<file path="src/rtl/aes_pkg.sv">
// Shared constants and types for the AES core scheduler.
package aes_pkg;

  localparam int DATA_WIDTH      = 128;
  localparam int AES_LATENCY_128 = 11;
  localparam int AES_LATENCY_256 = 15;

  typedef struct packed {
    logic valid;
    logic id;
  } tag_t;

endpackage

</file>
<file path="src/rtl/aes_sched_fifo.sv">
// First-word-fall-through response buffer; pointers carry one extra wrap bit
// to tell full from empty.
module aes_sched_fifo #(
  parameter int WIDTH = 129,
  parameter int DEPTH = 16
) (
  input  logic             clk_i,
  input  logic             rst_i,
  input  logic             wr_en_i,
  input  logic [WIDTH-1:0] wr_data_i,
  input  logic             rd_en_i,
  output logic [WIDTH-1:0] rd_data_o,
  output logic             empty_o,
  output logic             full_o
);

  localparam int AW = $clog2(DEPTH);

  logic [AW:0]      wr_ptr_q, wr_ptr_d;
  logic [AW:0]      rd_ptr_q, rd_ptr_d;
  logic [WIDTH-1:0] mem_q [DEPTH];
  logic             pop;
  logic             overflow;

  assign empty_o   = (wr_ptr_q == rd_ptr_q);
  assign full_o    = (wr_ptr_q[AW] != rd_ptr_q[AW]) &&
                     (wr_ptr_q[AW-1:0] == rd_ptr_q[AW-1:0]);
  assign pop       = rd_en_i && !empty_o;
  assign rd_data_o = empty_o ? '0 : mem_q[rd_ptr_q[AW-1:0]];

  // Writes are never refused: the scheduler's credits guarantee space.
  assign overflow  = wr_en_i && full_o && !pop;

  always_comb begin
    wr_ptr_d = wr_ptr_q;
    rd_ptr_d = rd_ptr_q;
    if (wr_en_i) wr_ptr_d = wr_ptr_q + 1'b1;
    if (pop)     rd_ptr_d = rd_ptr_q + 1'b1;
  end

  always_ff @(posedge clk_i or posedge rst_i) begin
    if (rst_i) begin
      wr_ptr_q <= '0;
      rd_ptr_q <= '0;
    end else begin
      wr_ptr_q <= wr_ptr_d;
      rd_ptr_q <= rd_ptr_d;
    end
  end

  always_ff @(posedge clk_i) begin
    if (wr_en_i) mem_q[wr_ptr_q[AW-1:0]] <= wr_data_i;
  end

  a_no_overflow : assert property (@(posedge clk_i) disable iff (rst_i) !overflow);

endmodule

</file>
<file path="src/rtl/aes_core_scheduler.sv">
// Two-requester round-robin front end for a fixed-latency AES core, with
// credit-based flow control into an in-order response buffer.
module aes_core_scheduler #(
  parameter int DATA_WIDTH = aes_pkg::DATA_WIDTH,
  parameter int LATENCY    = aes_pkg::AES_LATENCY_128,
  parameter int FIFO_DEPTH = 16
) (
  input  logic                  clk,
  input  logic                  rst,
  input  logic                  req0_valid,
  output logic                  req0_ready,
  input  logic [DATA_WIDTH-1:0] req0_data,
  input  logic [DATA_WIDTH-1:0] req0_key,
  input  logic                  req1_valid,
  output logic                  req1_ready,
  input  logic [DATA_WIDTH-1:0] req1_data,
  input  logic [DATA_WIDTH-1:0] req1_key,
  input  logic                  key_len_cfg,
  output logic                  core_valid_in,
  output logic [DATA_WIDTH-1:0] core_plaintext,
  output logic [DATA_WIDTH-1:0] core_key,
  output logic                  core_keylen,
  input  logic [DATA_WIDTH-1:0] core_ciphertext,
  output logic                  rsp_valid,
  input  logic                  rsp_ready,
  output logic [DATA_WIDTH-1:0] rsp_data,
  output logic                  rsp_id,
  output logic                  busy
);

  import aes_pkg::*;

  localparam int CW = $clog2(FIFO_DEPTH) + 1;

  logic [CW-1:0]         credits_q, credits_d;
  logic                  last_grant_q, last_grant_d;
  logic                  keylen_q, keylen_d;
  logic                  cv_q;
  logic                  id_q;
  logic [DATA_WIDTH-1:0] pt_q, key_q;
  tag_t                  tag_q [LATENCY];

  logic                  gnt0, gnt1, issue, pop, any_tag;
  logic                  fifo_empty, fifo_full;
  logic [DATA_WIDTH:0]   fifo_rd_data;

  // last_grant_q == 1 means req1 was served last, so req0 wins a tie.
  always_comb begin
    gnt0 = 1'b0;
    gnt1 = 1'b0;
    if (!rst && (credits_q != '0)) begin
      if (req0_valid && (!req1_valid || last_grant_q)) gnt0 = 1'b1;
      else if (req1_valid)                             gnt1 = 1'b1;
    end
  end

  assign issue      = gnt0 | gnt1;
  assign req0_ready = gnt0;
  assign req1_ready = gnt1;

  always_comb begin
    last_grant_d = last_grant_q;
    if (issue) last_grant_d = gnt1;
  end

  always_ff @(posedge clk or posedge rst) begin
    if (rst) begin
      cv_q         <= 1'b0;
      id_q         <= 1'b0;
      pt_q         <= '0;
      key_q        <= '0;
      last_grant_q <= 1'b1;
    end else begin
      cv_q         <= issue;
      last_grant_q <= last_grant_d;
      if (issue) begin
        id_q  <= gnt1;
        pt_q  <= gnt1 ? req1_data : req0_data;
        key_q <= gnt1 ? req1_key  : req0_key;
      end
    end
  end

  assign core_valid_in  = cv_q;
  assign core_plaintext = pt_q;
  assign core_key       = key_q;

  // Tag pipeline tracks the core so each ciphertext lands with its source id.
  always_ff @(posedge clk or posedge rst) begin
    if (rst) begin
      for (int i = 0; i < LATENCY; i++) tag_q[i] <= '0;
    end else begin
      tag_q[0] <= '{valid: cv_q, id: id_q};
      for (int i = 1; i < LATENCY; i++) tag_q[i] <= tag_q[i-1];
    end
  end

  always_comb begin
    any_tag = 1'b0;
    for (int i = 0; i < LATENCY; i++) any_tag = any_tag | tag_q[i].valid;
  end

  aes_sched_fifo #(
    .WIDTH (DATA_WIDTH + 1),
    .DEPTH (FIFO_DEPTH)
  ) u_fifo (
    .clk_i     (clk),
    .rst_i     (rst),
    .wr_en_i   (tag_q[LATENCY-1].valid),
    .wr_data_i ({tag_q[LATENCY-1].id, core_ciphertext}),
    .rd_en_i   (pop),
    .rd_data_o (fifo_rd_data),
    .empty_o   (fifo_empty),
    .full_o    (fifo_full)
  );

  assign rsp_valid = !fifo_empty;
  assign rsp_id    = fifo_rd_data[DATA_WIDTH];
  assign rsp_data  = fifo_rd_data[DATA_WIDTH-1:0];
  assign pop       = rsp_valid && rsp_ready;
  assign busy      = any_tag || !fifo_empty || cv_q;

  always_comb begin
    credits_d = credits_q;
    case ({issue, pop})
      2'b10:   credits_d = credits_q - 1'b1;
      2'b01:   credits_d = credits_q + 1'b1;
      default: credits_d = credits_q;
    endcase
  end

  // Key length only moves when nothing is in flight; a change while busy
  // simply waits because key_len_cfg is re-sampled every idle cycle.
  always_comb begin
    keylen_d = keylen_q;
    if (!busy && !issue) keylen_d = key_len_cfg;
  end

  always_ff @(posedge clk or posedge rst) begin
    if (rst) begin
      credits_q <= CW'(FIFO_DEPTH);
      keylen_q  <= 1'b0;
    end else begin
      credits_q <= credits_d;
      keylen_q  <= keylen_d;
    end
  end

  assign core_keylen = keylen_q;

  a_credit_range : assert property (@(posedge clk) disable iff (rst)
    credits_q <= CW'(FIFO_DEPTH));

  a_full_no_credit : assert property (@(posedge clk) disable iff (rst)
    !(fifo_full && credits_q != '0));

endmodule

</file>
<file path="config.mk">
export PLATFORM = sky130hd
export DESIGN_NAME = aes_core_scheduler
export DESIGN_NICKNAME = d
export VERILOG_FILES = /design/src/rtl/aes_pkg.sv /design/src/rtl/aes_sched_fifo.sv /design/src/rtl/aes_core_scheduler.sv
export SDC_FILE = /design/constraint.sdc
export NUM_CORES = 2
export LEC_CHECK = 0
export BUFFER_PORTS_ARGS = -buffer_cell sky130_fd_sc_hd__buf_2
export CAP_MARGIN = 10
export CORE_MARGIN = 2
export CORE_UTILIZATION = 50
export CTS_BUF_LIST = sky130_fd_sc_hd__clkbuf_8 sky130_fd_sc_hd__clkbuf_16
export DETAILED_ROUTE_END_ITERATION = 8
export PLACE_DENSITY = 0.79
export SYNTH_ARGS = -nofsm -noshare
export SYNTH_HDL_FRONTEND = slang
export SYNTH_SLANG_ARGS = --single-unit
</file>
<file path="constraint.sdc">
create_clock -name clk -period 13.8 [get_ports clk]
set_input_delay 2.76 -clock clk [delete_from_list [all_inputs] [get_ports clk]]
set_output_delay 2.76 -clock clk [all_outputs]
set_load 0.01 [all_outputs]
</file>
### Yosys cells after proc, flatten, opt, wreduce, memory -nomap -nowiden

Memory sizes are Yosys's and may differ from the RTL's.
Cells that the tools add are included.

* register bits: 297
* bits in writable memories: 2064
* input bits: 646
* output and inout bits: 391
* word-level logic and storage cells: 76
* memories kept: 1

* add/subtract/negate cells: 4
* equality and inequality tests: 3
* muxes and demuxes: 11
* bitwise logic cells: 11
* reduce and logical (&&, ||, !) cells: 15

Memory list
* u_fifo.mem_q: words 16, bits a word 129, read ports 1, clocked after Yosys merged registers in 0, wr ports 1, RTL line aes_sched_fifo.sv:21 `logic [WIDTH-1:0] mem_q [DEPTH];`

Operator list (number)
* $mux 128: 2
* $mux 129: 1
* $add 5x1->5 const B: 3
* $or 1x1->1: 11
* $pmux 5 s2: 1
* $mux 1: 7
* $eq 5x5->1: 1
* $logic_and 1x1->1: 5
* $logic_not 1->1: 5
* $reduce_bool 5->1: 1
* $sub 5x1->5 const B: 1
* $logic_or 1x1->1: 3
* $eq 2x1->1 const B: 1
* $eq 2x2->1 const B: 1
* $reduce_bool 2->1: 1

### Logic depth before layout (Yosys ltp)

* word-level depth: 14
* gate-level depth with buffers: 13

### Modules after synthesis

From an unflattened synthesis, not the netlist that was laid out.

* cell total of the unflattened synthesis: 4422
* area, all modules: 89377.0 um^2

Modules (own cells, without submodules)
* aes_sched_fifo: instances 1, cells each 3230, area each 77894.7 um^2
* aes_core_scheduler: instances 1, cells each 1192, area each 11482.3 um^2

### Worst setup path after synthesis

OpenSTA, ideal clock, no wires.

* path type: register -> register
* start: reg u_fifo.wr_ptr_q[0]
* end: mem u_fifo.mem_q[11][0], enable pin
* arrival: 10.163 ns
* path slack: 2.835 ns
* cell stages (with the launch flop): 4
* path buffers: 0
* period minus slack after synthesis: 10.965 ns
* cell sequence: dfrtp_1 -> ha_1 -> nand2_1 -> nor3b_1

RTL lines
* start: declaration: RTL line aes_sched_fifo.sv:19 `logic [AW:0] wr_ptr_q, wr_ptr_d;`
* start signal: assignment: RTL line aes_sched_fifo.sv:46 `wr_ptr_q <= wr_ptr_d;`
* end: declaration: RTL line aes_sched_fifo.sv:21

Straight into the memory's write port.

### Worst setup path in the final report

* start: reg u_fifo.rd_ptr_q[1]
* end: out rsp_data[43]

* word-level cells in the longest chain between the ends: 2

Ends and longest elaborated chain
* start: declaration: RTL line aes_sched_fifo.sv:20 `logic [AW:0] rd_ptr_q, rd_ptr_d;`
* start signal: assignment: RTL line aes_sched_fifo.sv:47 `rd_ptr_q <= rd_ptr_d;`
* $mem_v2 16x129 / $eq 5x5->1 (equally long branches)
* $mux 129 (*): RTL line aes_sched_fifo.sv:29 `assign rd_data_o = empty_o ? '0 : mem_q[rd_ptr_q[AW-1:0]];`
* end: declaration: RTL line aes_core_scheduler.sv:26 `output logic [DATA_WIDTH-1:0] rsp_data,`

Mark *: on every way between the ends. The rest lies on a longest branch, timed or not.

==> run summary <==
result of the run - finished with violations
violations in the final reports - capacitance limit, slew limit
I/O Pins - 1037
initial drt markers - 7541
total count of hold-check failures in the final report - 0
pin count of the biggest net entering global routing - 188
clk_lat worst skew - 900 ps
final clock period utilization by the worst path - 58.0%
most used flip-flop cell after synthesis - edfxtp_1
share of total power in the clock network - 28.7%
final routed wirelength across all metal layers - 323000 µm
sequential share of power - 40.3%
die height - 433 µm
iteration count of the initial detailed-routing pass - 5
layout overhead on the synthesized area - 17.0%
post-CTS clock slew at the launch and capture registers of the worst setup and hold paths - 60 ps
Final Worst Setup Slack - 5800 ps
endpoint type of the worst setup path - primary output
Worst Tran Pin Value - 1520 ps
number of placed cells counting well taps - 8019
design internal power - 14.8 mW
Distinct cells, synth - 41
Cell Rows - 157
antenna violations before repair - 157
Fill cells - 13149
number of nets with antenna violations after routing - 0
setup clock skew after layout - 82.2 ps
maximum frequency from static timing analysis - 0.125 GHz
share of total power in combinational logic - 31.0%
Min Clock Period, post-route - 8000 ps
register-to-register setup slack - 9960 ps
pre-CTS WS - 6450 ps
first-pass GRT wire length - 434000 µm
Routed wire per std cell - 37.8 µm
proportion of layout cells with a drive suffix above 1 - 34.6%
Switch Pwr - 7.40 mW
hold bufs inserted after CTS - 0
Global Route met1 Usage - 43.2%
horizontal die dimension - 433 µm
worst vdd rail ir drop - 0.182 mV
drt via density - 6.42
Synth Net Count - 5415
number of setup violations in the final report - 0
post-layout net count - 6445
met3 usage in global routing - 9.55%
effective utilization at floorplan - 50.4%
die footprint - 188000 µm²
drt drc - 0
worst max-slew margin expressed relative to the limit - -2.17%
leakage power figure - 36.4 nW
setup repair after global routing missed its margin - no
crit path kind - reg -> out
share of the yosys chip area belonging to registers - 75.3%
cell at the root of the clock tree - clkbuf_16
total area of sequential cells - 69400 µm²
synthesized netlist cell count - 4759
arrival time of the worst setup path - 5240 ps
buffer count from post-CTS setup fixing - 0
required time reported for the critical path endpoint - 11040 ps
multi-input logic area - 21200 µm²
P per Cell Area - 206 nW/µm²
busiest layer in global routing - met2
sort of element at the start of the critical path - register
worst min-delay path category - reg -> reg
Post-Layout Cell Count - 8548
fraction of registers with async set or reset after synthesis - 12.6%
cell area after synthesis - 92200 µm²
number of buffers created by CTS - 225
final-layout setup total negative slack - 0 ps
total of max-cap violations - 1
post-synthesis area per instance - 19.4 µm²
CTS max path bufs - 3
number of buffers added on ports - 1036
routability congestion estimate from global placement - 1.03
Switching Share - 33.4%
via count of the routed design - 54896
highest fanout seen on the critical path - 156
total grt overflow - 0
Ys Warns - 0
max-slew violations - 2
register bit count reported by yosys - 2361
overall fraction of global-route tracks in use - 33.9%
number of synthesized flops with an enable pin - 2064
number of instances resized during post-cts repair - 0
Detail Placement HPWL - 196000 µm
core region area - 183000 µm²
global-route met2 utilization - 52.0%
H-tree depth - 4
clk sink count - 2361
via count of the first global-routing pass - 52716
clock tree from TritonCTS - yes
-- power by group through the flow --
stage | sequential (mW) | combinational (mW) | clock (mW)
global route | 8.99 | 7.17 | 6.67
finish | 8.94 | 6.87 | 6.36
global placement | 9.01 | 6.65 | 0
floorplan | 9.04 | 4.13 | 0
detailed placement | 9.05 | 6.71 | 0
CTS | 8.93 | 6.84 | 6.41
-- area by class of cell --
cell class,instances,area share [%]
clock inverters,195,1.80
repair buffers,1165,5.83
flip-flops and latches,2361,64.3
inverters,8,0.0487
well taps,2464,2.86
multi-input cells,2028,19.6
clock buffers,229,5.29
diodes,98,0.227
-- critical path, cell delays in order (launching register included) --
cell and delay [ps]:
dfrtp_4 1070, buf_12 680, buf_4 1020, mux4_2 380
a22oi_1 80, a21oi_1 580, buf_2 260
-- placed cells by master (no fill, tap or decap), drive strengths merged, types with 4 or more instances in the layout --
cell type	Yosys	layout
xnor2	11	11
clkbuf	190	232
a22oi	258	258
a21oi	393	393
ha	9	9
nor2	265	265
buf	172	1162
inv	8	47
mux4	516	516
a211oi	257	257
bufinv	0	30
and2	14	14
nor4	4	4
clkinvlp	0	15
o21ai	6	6
edfxtp	2064	2064
nand2	9	9
clkinv	0	111
diode	0	98
dfrtp	295	295
xor2	6	6
o21bai	256	256
-- Yosys cell counts (all sizes together) (4+ instances only) --
cell	n	area (µm²)
buf	172	1030
dfrtp	295	7380
nor4	4	25.0
o21bai	256	1920
xor2	6	52.6
nor2	265	997
xnor2	11	104
ha	9	113
a21oi	393	1980
nand2	9	33.8
a22oi	258	1940
a211oi	257	1930
inv	8	30.0
mux4	516	11600
edfxtp	2064	62000
clkbuf	190	714
o21ai	6	37.5
and2	14	87.6
-- metrics by stage --
stage / cell area (µm²) / hold slack (ps) / total power [mW] / util, %
final: 108000 / 310 / 22.2 / 58.9
after global routing: 108000 / 324 / 22.8 / 58.9
after CTS: 108000 / 321 / 22.2 / 58.7
after detailed placement: 99900 / 340 / 15.8 / 54.6
after global placement: 99900 / 335 / 15.7 / 54.6
after floorplan: 92200 / 331 / 13.2 / -
-- flip-flops by register name (all words and copies together) (netlist names) --
signal	cells
core_key	128
credits_q	5
u_fifo.mem_q	2064
core_keylen	1
last_grant_q	1
id_q	1
tag_q	22
core_plaintext	128
core_valid_in	1
u_fifo.wr_ptr_q	5
u_fifo.rd_ptr_q	5
-- per-layer routing --
layer	wire length, µm	part of all wire [%]
met1	115000	36
met2	152000	47
met3	33900	11
met4	21400	6.6
met5	399	0.12
-- worst paths after layout --
kind                                          from                 end  cells after the start
worst min-delay path                      tag_q[4]            tag_q[2]                      0
worst min register to register            tag_q[4]            tag_q[2]                      0
worst max register to register  u_fifo.rd_ptr_q[1]        credits_q[4]                     11
worst max-delay path            u_fifo.rd_ptr_q[1]        rsp_data[43]                      6
min in group asynchronous                      rst        core_key[62]                      2
max in group asynchronous                      rst  core_plaintext[39]                      4
-- cell families after synthesis --
group	Yosys count	synth area share [%]
adders and majority gates	10	0.144
DFF	2361	75.3
buffers and inverters	370	1.92
and+or+nand+nor	308	1.35
AOI/OAI and AO/OA	1173	8.49
muxes	520	12.7
xor gates and xnor gates	17	0.170
No activity file was read; power rests on OpenSTA's default activity.
